**config.mk**
```make
export PLATFORM = sky130hd
export DESIGN_NAME = sprite_blitter_flat
export DESIGN_NICKNAME = d
export VERILOG_FILES = /design/src/rtl/gpu_pkg.sv /design/src/rtl/sprite_blitter_if.sv /design/src/rtl/sprite_addr_gen.sv /design/src/rtl/sprite_blitter.sv /design/src/flat_wrapper.sv
export SDC_FILE = /design/constraint.sdc
export NUM_CORES = 1
export LEC_CHECK = 0
export ABC_AREA = 1
export BUFFER_PORTS_ARGS = -buffer_cell sky130_fd_sc_hd__buf_2
export CELL_PAD_IN_SITES_DETAIL_PLACEMENT = 0
export CELL_PAD_IN_SITES_GLOBAL_PLACEMENT = 1
export CORE_MARGIN = 10
export CORE_UTILIZATION = 43
export DETAILED_ROUTE_END_ITERATION = 8
export GPL_TIMING_DRIVEN = 0
export PLACE_DENSITY = 0.84
export SLEW_MARGIN = 10
export SYNTH_ARGS = -nofsm -noshare
export SYNTH_HDL_FRONTEND = slang
export SYNTH_HIERARCHICAL = 1
export SYNTH_SLANG_ARGS = --single-unit
```
**constraint.sdc**
```tcl
create_clock -name CLK -period 8.3 [get_ports CLK]
set_input_delay 0 -clock CLK [delete_from_list [all_inputs] [get_ports CLK]]
set_output_delay 0 -clock CLK [all_outputs]
set_load 0.02 [all_outputs]
```
**src/rtl/gpu_pkg.sv**
```systemverilog
// Shared GPU definitions: sprite geometry, screen defaults and the blitter state encoding.
package gpu_pkg;
  localparam int SPRITE_DIM = 32;
  localparam int SPRITE_BITS = 5;
  localparam logic [3:0] TRANSPARENT_COLOR = 4'b0000;
  localparam int SCREEN_W_DEFAULT = 640;
  localparam int SCREEN_H_DEFAULT = 480;
  localparam int ADDR_W_DEFAULT = 19;

  typedef enum logic [1:0] {
    BLIT_IDLE,
    BLIT_SCAN,
    BLIT_DRAIN,
    BLIT_FINISH
  } blit_state_t;
endpackage

```
**src/rtl/sprite_blitter_if.sv**
```systemverilog
// Framebuffer write port. A beat transfers on a cycle where FB_WE && FB_READY;
// once FB_WE is raised, FB_ADDR/FB_DATA hold stable until FB_READY accepts the beat.
interface sprite_blitter_if #(
  parameter int ADDR_W = 19
) ();
  logic              FB_WE;
  logic [ADDR_W-1:0] FB_ADDR;
  logic [3:0]        FB_DATA;
  logic              FB_READY;

  modport master (output FB_WE, output FB_ADDR, output FB_DATA, input FB_READY);
  modport slave  (input FB_WE, input FB_ADDR, input FB_DATA, output FB_READY);
endinterface

```
**src/rtl/sprite_addr_gen.sv**
```systemverilog
// Sprite scan counters (ROW fastest, then CLM), incremental line base and on-screen test
// for the pixel currently presented to the image decoder.
module sprite_addr_gen
  import gpu_pkg::*;
#(
  parameter int SCREEN_W = SCREEN_W_DEFAULT,
  parameter int SCREEN_H = SCREEN_H_DEFAULT,
  parameter int ADDR_W   = ADDR_W_DEFAULT
) (
  input  logic                   clk,
  input  logic                   rst,
  input  logic                   load,
  input  logic                   step,
  input  logic [9:0]             pos_x,
  input  logic [9:0]             pos_y,
  output logic [SPRITE_BITS-1:0] clm,
  output logic [SPRITE_BITS-1:0] row,
  output logic [ADDR_W-1:0]      addr,
  output logic                   on_screen,
  output logic                   last
);
  localparam logic [SPRITE_BITS-1:0] MAX_IDX = SPRITE_BITS'(SPRITE_DIM - 1);

  logic [9:0]        base_x;
  logic [9:0]        base_y;
  logic [ADDR_W-1:0] line_base;
  logic [10:0]       tgt_x;
  logic [10:0]       tgt_y;

  // 11-bit sums so a sprite hanging past the right/bottom edge never wraps back on screen.
  assign tgt_x     = {1'b0, base_x} + {6'd0, row};
  assign tgt_y     = {1'b0, base_y} + {6'd0, clm};
  assign on_screen = (tgt_x < 11'(SCREEN_W)) && (tgt_y < 11'(SCREEN_H));
  assign addr      = line_base + ADDR_W'(tgt_x);
  assign last      = (clm == MAX_IDX) && (row == MAX_IDX);

  always_ff @(posedge clk) begin
    if (rst) begin
      base_x    <= '0;
      base_y    <= '0;
      line_base <= '0;
      clm       <= '0;
      row       <= '0;
    end else if (load) begin
      base_x    <= pos_x;
      base_y    <= pos_y;
      clm       <= '0;
      row       <= '0;
      // The only multiply happens once per draw; the scan loop just adds SCREEN_W per line.
      line_base <= ADDR_W'(pos_y) * ADDR_W'(SCREEN_W);
    end else if (step && !last) begin
      row <= row + 1'b1;
      if (row == MAX_IDX) begin
        clm       <= clm + 1'b1;
        line_base <= line_base + ADDR_W'(SCREEN_W);
      end
    end
  end
endmodule

```
**src/rtl/sprite_blitter.sv**
```systemverilog
// Sprite blitter: scans one 32x32 sprite through the image decoder and streams opaque,
// on-screen pixels into the framebuffer through a two-stage (present / write) pipeline.
module sprite_blitter
  import gpu_pkg::*;
#(
  parameter int         SCREEN_W    = SCREEN_W_DEFAULT,
  parameter int         SCREEN_H    = SCREEN_H_DEFAULT,
  parameter int         ADDR_W      = ADDR_W_DEFAULT,
  parameter logic [3:0] TRANSPARENT = TRANSPARENT_COLOR
) (
  input  logic                   CLK,
  input  logic                   RST,
  input  logic                   START,
  input  logic [9:0]             IMG_ID_IN,
  input  logic [9:0]             POS_X,
  input  logic [9:0]             POS_Y,
  output logic [SPRITE_BITS-1:0] CLM,
  output logic [SPRITE_BITS-1:0] ROW,
  output logic [9:0]             IMG_ID,
  input  logic [3:0]             COLOR,
  sprite_blitter_if.master       fb,
  output logic                   BUSY,
  output logic                   DONE
);
  blit_state_t       state;
  logic              s1_valid;
  logic              wr_flag;
  logic [ADDR_W-1:0] s1_addr;
  logic [3:0]        s1_data;
  logic [9:0]        img_id;
  logic              busy;
  logic              done;

  logic [ADDR_W-1:0] gen_addr;
  logic              on_screen;
  logic              last;
  logic              advance;
  logic              load;
  logic              step;

  // A beat retires unless a real write is waiting on FB_READY; skipped pixels never wait.
  assign advance = !(fb.FB_WE && !fb.FB_READY);
  assign load    = (state == BLIT_IDLE) && START;
  assign step    = (state == BLIT_SCAN) && advance;

  sprite_addr_gen #(
    .SCREEN_W (SCREEN_W),
    .SCREEN_H (SCREEN_H),
    .ADDR_W   (ADDR_W)
  ) u_addr_gen (
    .clk       (CLK),
    .rst       (RST),
    .load      (load),
    .step      (step),
    .pos_x     (POS_X),
    .pos_y     (POS_Y),
    .clm       (CLM),
    .row       (ROW),
    .addr      (gen_addr),
    .on_screen (on_screen),
    .last      (last)
  );

  assign fb.FB_WE   = s1_valid && wr_flag;
  assign fb.FB_ADDR = s1_addr;
  assign fb.FB_DATA = s1_data;
  assign IMG_ID     = img_id;
  assign BUSY       = busy;
  assign DONE       = done;

  always_ff @(posedge CLK) begin
    if (RST) begin
      state    <= BLIT_IDLE;
      s1_valid <= 1'b0;
      wr_flag  <= 1'b0;
      s1_addr  <= '0;
      s1_data  <= '0;
      img_id   <= '0;
      busy     <= 1'b0;
      done     <= 1'b0;
    end else begin
      case (state)
        BLIT_IDLE: begin
          done <= 1'b0;
          if (START) begin
            img_id <= IMG_ID_IN;
            busy   <= 1'b1;
            state  <= BLIT_SCAN;
          end
        end
        BLIT_SCAN: begin
          if (advance) begin
            s1_valid <= 1'b1;
            s1_addr  <= gen_addr;
            s1_data  <= COLOR;
            wr_flag  <= (COLOR != TRANSPARENT) && on_screen;
            if (last) state <= BLIT_DRAIN;
          end
        end
        BLIT_DRAIN: begin
          if (advance) begin
            s1_valid <= 1'b0;
            wr_flag  <= 1'b0;
            busy     <= 1'b0;
            done     <= 1'b1;
            state    <= BLIT_FINISH;
          end
        end
        BLIT_FINISH: begin
          done  <= 1'b0;
          state <= BLIT_IDLE;
        end
        default: state <= BLIT_IDLE;
      endcase
    end
  end
endmodule
```
**src/flat_wrapper.sv**
```systemverilog
// flat-port wrapper written by rule: the top's interface ports become plain ports
module sprite_blitter_flat import gpu_pkg::*;
#(
  parameter int         SCREEN_W    = SCREEN_W_DEFAULT,
  parameter int         SCREEN_H    = SCREEN_H_DEFAULT,
  parameter int         ADDR_W      = ADDR_W_DEFAULT,
  parameter logic [3:0] TRANSPARENT = TRANSPARENT_COLOR
)
  (CLK, RST, START, IMG_ID_IN, POS_X, POS_Y, CLM, ROW, IMG_ID, COLOR, BUSY, DONE, fb_FB_WE, fb_FB_ADDR, fb_FB_DATA, fb_FB_READY);
  sprite_blitter_if #(.ADDR_W(ADDR_W)) fb_i ();
  input  logic CLK;
  input  logic RST;
  input  logic START;
  input  logic [9:0] IMG_ID_IN;
  input  logic [9:0] POS_X;
  input  logic [9:0] POS_Y;
  output logic [SPRITE_BITS-1:0] CLM;
  output logic [SPRITE_BITS-1:0] ROW;
  output logic [9:0] IMG_ID;
  input  logic [3:0] COLOR;
  output logic BUSY;
  output logic DONE;
  output wire logic [$bits(fb_i.FB_WE)-1:0] fb_FB_WE;
  output wire logic [$bits(fb_i.FB_ADDR)-1:0] fb_FB_ADDR;
  output wire logic [$bits(fb_i.FB_DATA)-1:0] fb_FB_DATA;
  input wire logic [$bits(fb_i.FB_READY)-1:0] fb_FB_READY;
  assign fb_FB_WE = fb_i.FB_WE;
  assign fb_FB_ADDR = fb_i.FB_ADDR;
  assign fb_FB_DATA = fb_i.FB_DATA;
  assign fb_i.FB_READY = fb_FB_READY;
  sprite_blitter #(.SCREEN_W(SCREEN_W), .SCREEN_H(SCREEN_H), .ADDR_W(ADDR_W), .TRANSPARENT(TRANSPARENT)) u_core (.CLK(CLK), .RST(RST), .START(START), .IMG_ID_IN(IMG_ID_IN), .POS_X(POS_X), .POS_Y(POS_Y), .CLM(CLM), .ROW(ROW), .IMG_ID(IMG_ID), .COLOR(COLOR), .fb(fb_i), .BUSY(BUSY), .DONE(DONE));
endmodule
```
== Yosys cells after proc, flatten, opt, wreduce, memory -nomap -nowiden ==
Cells that the tools add are included.

* Mux-type cells: 16
* Eq/ne operators: 9
* Bitwise gates (word level): 1
* Add/subtract/negate cells: 6
* Order comparisons: 2
* $mul: 1
* Reduce and logical (&&, ||, !) cells: 28

{| class="wikitable"
|+ Operators by type and width
! cell !! number
|-
| two-way mux 19 bit || 3
|-
| adder 10 x 5 -> 11 bit || 2
|-
| adder 19 x 10 -> 19 bit, second input constant || 1
|-
| adder 19 x 11 -> 19 bit || 1
|-
| multiplier 10 x 3 -> 12 bit, second input constant || 1
|-
| less-than comparator 11 x 10 -> 1 bit, second input constant || 1
|-
| less-than comparator 11 x 9 -> 1 bit, second input constant || 1
|-
| adder 5 x 1 -> 5 bit, second input constant || 2
|-
| == test 5 bit, second input constant || 2
|-
| AND reduction 2 bit || 5
|-
| nonzero test 2 bit || 5
|-
| logical AND 1 bit || 8
|-
| two-way mux 2 bit || 4
|-
| inequality test 2 bit, second input constant || 4
|-
| case mux 1 bit (2 select lines) || 4
|-
| case mux 2 bit (4 select lines) || 1
|-
| AND reduction 3 bit || 2
|-
| == test 2 bit, second input constant || 2
|-
| two-way mux 1 bit || 4
|-
| AND reduction 4 bit || 1
|-
| nonzero test 4 bit || 1
|-
| OR reduction 2 bit || 2
|-
| logical NOT 1 bit || 3
|-
| == test 2 x 1 -> 1 bit, second input constant || 1
|-
| 2 further kinds || 2
|}

* Input port bits: 38
* Flip-flop bits (word level): 88
* Output and inout port bits: 46
* Word-level logic and storage cells: 77

== Depth between registers and ports, before layout ==
* Word-level depth: 7
* Gate-level depth with buffers: 20
* Depth with buffers taken out: 20

== Modules after synthesis ==
Netlist, hierarchy kept.

{| class="wikitable"
|+ By module, submodules not included
! module !! cells each !! times used !! area an instance (µm²) !! sequential area each (µm²)
|-
| sprite_addr_gen || 498 || 1 || 3,298.2 || 840.8
|-
| sprite_blitter || 207 || 1 || 1,557.7 || 780.7
|}

== Worst setup path after synthesis ==
No wires, ideal clock.

* Path type: reg-to-reg
* From: register u_core.u_addr_gen.row[0]
* To: register u_core.s1_addr[18] (netlist: u_core/fb.FB_ADDR[18])
* Arrival: 2.731 ns
* Buffers on the path: 0
* Cell stages (with the launch flop): 21
* Period minus slack after synthesis: 2.844 ns
* Path slack: 5.456 ns
* Cell sequence: dfxtp_1 ha_1 inv_1 fa_1 inv_1 nand3_1 nand2_1 nand2_1 nand2_1 nand2_1 nand2_1 inv_1 ha_1 nand3_1 nand3_1 nand2_1 a21oi_2 nand3_1 xor2_1 o21ai_1 nor2_1

* Word-level cells in the longest chain between the ends: 2

{| class="wikitable"
|+ RTL lines
! element !! RTL line !! source
|-
| from (decl) || sprite_addr_gen.sv:17 || <nowiki>output logic [SPRITE_BITS-1:0] row,</nowiki>
|-
| from (signal assigned) || sprite_addr_gen.sv:52 || <nowiki>row <= row + 1'b1;</nowiki>
|-
| adder 10 x 5 -> 11 bit || sprite_addr_gen.sv:31 || <nowiki>assign tgt_x = {1'b0, base_x} + {6'd0, row};</nowiki>
|-
| adder 19 x 11 -> 19 bit || sprite_addr_gen.sv:34 || <nowiki>assign addr = line_base + ADDR_W'(tgt_x);</nowiki>
|-
| net u_core.gen_addr[18] || sprite_blitter.sv:34 || <nowiki>logic [ADDR_W-1:0] gen_addr;</nowiki>
|-
| to (signal assigned) || sprite_blitter.sv:94 || <nowiki>s1_addr <= gen_addr;</nowiki>
|-
| to (decl) || sprite_blitter.sv:28 || <nowiki>logic [ADDR_W-1:0] s1_addr;</nowiki>
|}

The timed path passes the listed nets, and every way through them passes these cells.
A chain may end at the register's enable or synchronous reset.

== Final worst setup path ==
Same ends and word-level chain as after synthesis.

==> results.tsv <==
metric	value	unit
outcome	finished, final reports clean	
total global-route track usage	16.4	%
Layout Skew	0.00685	ns
Num CTS Buffers	9	
syn_area_per_cell	6.89	um^2
Post-Route WL	13000	um
worst relative slew slack	60.8	%
die width	126	um
area delta synth->final	25.7	%
worst path cell trace	ha_1, inv_1, fa_1, inv_1, nand3_1, nand2_1, nand2_1, nand2_1, nand2_1, nand2_1, inv_1, ha_1, nand3_1, nand3_1, nand2_1, a21oi_2, nand3_1, xor2_1, o21ai_1, nor2_1	
CTS tree	built	
Final Critical Period	3.12	ns
register area share after synthesis	33.4	%
Max FO, Critical Path	5	
Max Fclk	320	MHz
design area	6110	um^2
final core utilization	55.8	%
CP most frequent cell	nand2_1	
drt wl/cell	13.3	um
Hold EP	u_core/IMG_ID[0]$_SDFFE_PP0P_	
WHS Path Cells	5	
Clk Latency, worst-skew pair	0.34	ns
crit-path leading delay family	adder cells	
RSZ-0062 raised after global routing	no	
hold path start	START	
FF-to-FF path depth	20	
Max Slew Vio Count	0	
I/O Pins	84	
Final TNS setup	0	ns
Post-Synthesis Cells	705	
nets	913	
share of cells above drive strength 1	16.1	%
Synth top area share	33.4	%
FF+latch count, synth	81	
Starting Density	44.4	%
n_diodes	0	
reg-to-reg slack, setup	5.18	ns
power density over cell area	271	nW/um^2
initial antenna violation count	0	
pin count of the biggest net entering global routing	14	
Via density	4.89	
Required @ worst endpoint	8.54	ns
Yosys warnings	6	
Register Area	1620	um^2
Fin. Hold Viols	0	
post-synth top area cell	dfxtp_1	
Buf/Inv on CP	3	
Crit Path Class	reg2reg	
Detailed Route Iter0 Violations	292	
routability-driven placement congestion ratio	0.850	
via count	4786	
HPWL Detailed	10200	um
Longest Clk Path Bufs	2	
distinct cell type count after synthesis	40	
die height	126	um
vias in the first global route	4735	
first-pass GRT wire length	22100	um
Final Cycle Share	37.6	%
H-tree depth	3	
critical path endpoint category	flip-flop	
setup violators final	0	
Worst Setup Start Kind	flip-flop	
Crit Reg-Reg Startpoint	u_core/u_addr_gen/row[0]$_SDFFE_PP0P_	
VDD IR max	0.177	mV
clock tree sinks	81	
row cnt	38	
Netlist Area Pre-Place	4860	um^2
worst-margin pin slew	0.588	ns
Die Area	15900	um^2
Multi-input gate area	2800	um^2
drt drc	0	
clock-pin slew on the worst setup and hold paths	0.06	ns
drt pass-1 iters	7	
Mapped Nets	784	
DRT antenna net count	0	
remaining global-route overflow	0	
HP Class	in2reg	
Clock Tree Root	clkbuf_16	
max-cap violations	0	
cell area after placement	5450	um^2
Setup Fix Bufs, Post-CTS	0	
core area	10900	um^2
leakage	3.10	nW
Crit path largest cell delay	0.42	ns
buffers added on ports	83	
r2r endpoint	u_core/fb.FB_ADDR[18]$_SDFFE_PP0P_	
fillers	1075	
arrival time worst endpoint	3.36	ns
CP max stage cell	fa_1	
top cells by area, synth	dfxtp_1 (33%), nand2_1 (12%), ha_1 (9.8%)	
commonest non-fill, non-tap cell in the layout	nand2_1	
most frequent cells in the layout	nand2_1 (158), nor2_1 (116), buf_2 (92)	
[worst min-delay path, delay by kind of cell]
| kind | cells | cell delay, ns |
|---|---|---|
| simple gates | 3 | 0.19 |
| buf+inv | 2 | 0.18 |
[state kept, by name (all words and copies together) (netlist names)]
register / count
u_core/BUSY: 1
u_core/DONE: 1
u_core/IMG_ID: 10
u_core/fb.FB_ADDR: 19
u_core/fb.FB_DATA: 4
u_core/s1_valid: 1
u_core/state: 2
u_core/u_addr_gen/base_x: 10
u_core/u_addr_gen/base_y: 10
u_core/u_addr_gen/clm: 5
u_core/u_addr_gen/line_base: 12
u_core/u_addr_gen/row: 5
u_core/wr_flag: 1
[cells in the mapped netlist]
cell type and n:
inv_4 1, nand3_2 1, o21ai_0 47, nor2_1 116, o21a_1 1, dfxtp_1 81, buf_4 2, clkinv_1 1
nor2_4 4, nand2_4 3, nor3_1 2, buf_2 9, a21oi_1 32, o21ai_1 11, o31ai_1 1, nand2_2 2
a21o_1 1, nand2_1 158, a211oi_2 1, nand4_1 6, nor3b_1 1, nand3_1 57, inv_2 2, a21oi_2 2
clkbuf_2 1, nor2_2 3, clkbuf_1 5, a31oi_1 3, xnor2_1 3, buf_6 4, o211ai_1 1, fa_1 3
or2_2 1, xor2_1 16, nand3b_1 4, o21bai_1 2, inv_1 76, nor3_4 1, ha_1 38, a21boi_0 2
[per-stage QoR]
stage | total power, W | cells | setup WS (ns) | hold WS, ns
finish | 0.00166 | 978 | 5.18 | 0.0616
global route | 0.00179 | 978 | 4.72 | 0.0824
detailed placement | 0.00124 | 928 | 5.20 | 0.237
floorplan | 0.00104 | 705 | 5.46 | 0.0691
global placement | 0.00122 | 928 | 5.25 | 0.231
CTS | 0.00167 | 978 | 5.19 | 0.0543
[cells by family (layout without fill, tap and decap cells)]
logic type	after synthesis	count (layout)	share of synthesized area [%]
flops	81	81	33.4
xor+xnor	19	19	3.43
compound gates	104	104	11.5
fa+ha+maj	41	41	11.0
simple gates	359	359	31.7
buf+inv	101	234	8.89
[worst max-delay path by stage]
| stage | startpoint | endpoint | slack [ns] | cells after the start |
|---|---|---|---|---|
| CTS | u_core/u_addr_gen/row[0]$_SDFFE_PP0P_ | u_core/fb.FB_ADDR[18]$_SDFFE_PP0P_ | 5.19 | 20 |
| global route | u_core/u_addr_gen/row[0]$_SDFFE_PP0P_ | u_core/fb.FB_ADDR[16]$_SDFFE_PP0P_ | 4.72 | 20 |
| finish | u_core/u_addr_gen/row[0]$_SDFFE_PP0P_ | u_core/fb.FB_ADDR[18]$_SDFFE_PP0P_ | 5.18 | 20 |
| detailed placement | u_core/u_addr_gen/row[0]$_SDFFE_PP0P_ | u_core/fb.FB_ADDR[18]$_SDFFE_PP0P_ | 5.20 | 20 |
| global placement | u_core/u_addr_gen/row[0]$_SDFFE_PP0P_ | u_core/fb.FB_ADDR[14]$_SDFFE_PP0P_ | 5.25 | 20 |
| floorplan | u_core/u_addr_gen/row[0]$_SDFFE_PP0P_ | u_core/fb.FB_ADDR[18]$_SDFFE_PP0P_ | 5.46 | 20 |
[report_power, final]
group | switching (W) | total [W] | internal, W
clock network | 0.000158 | 0.000418 | 0.000260
registers | 0.0000727 | 0.000565 | 0.000493
logic | 0.000425 | 0.000672 | 0.000248
[routing by layer]
metal / vias up / share of wire, % / global-route usage (%)
met3: 13 / 5.3 / 3.44
li1: 2518 / - / -
met2: 104 / 47 / 27.8
met1: 2151 / 47 / 19.9
met4: 0 / 1.4 / 6.43
met5: - / 0 / 0
[area by class of cell]
| cell class | count | share of cell area [%] |
|---|---|---|
| multi-input cells | 523 | 45.9 |
| clock inverters | 6 | 1.37 |
| clock buffers | 9 | 3.69 |
| plain buffers | 21 | 2.11 |
| flip-flops and latches | 81 | 26.6 |
| repair buffers | 118 | 12.5 |
| well taps | 140 | 2.87 |
| inverters | 80 | 4.96 |
[what timing repair did]
| item | CTS | global route |
|---|---|---|
| hold endpoints to repair | 39 | 0 |
| setup endpoints to repair | 0 | 0 |
| hold buffers | 35 | 0 |
| gates resized for setup | 0 | 0 |
No activity file was read; power rests on OpenSTA's default activity.
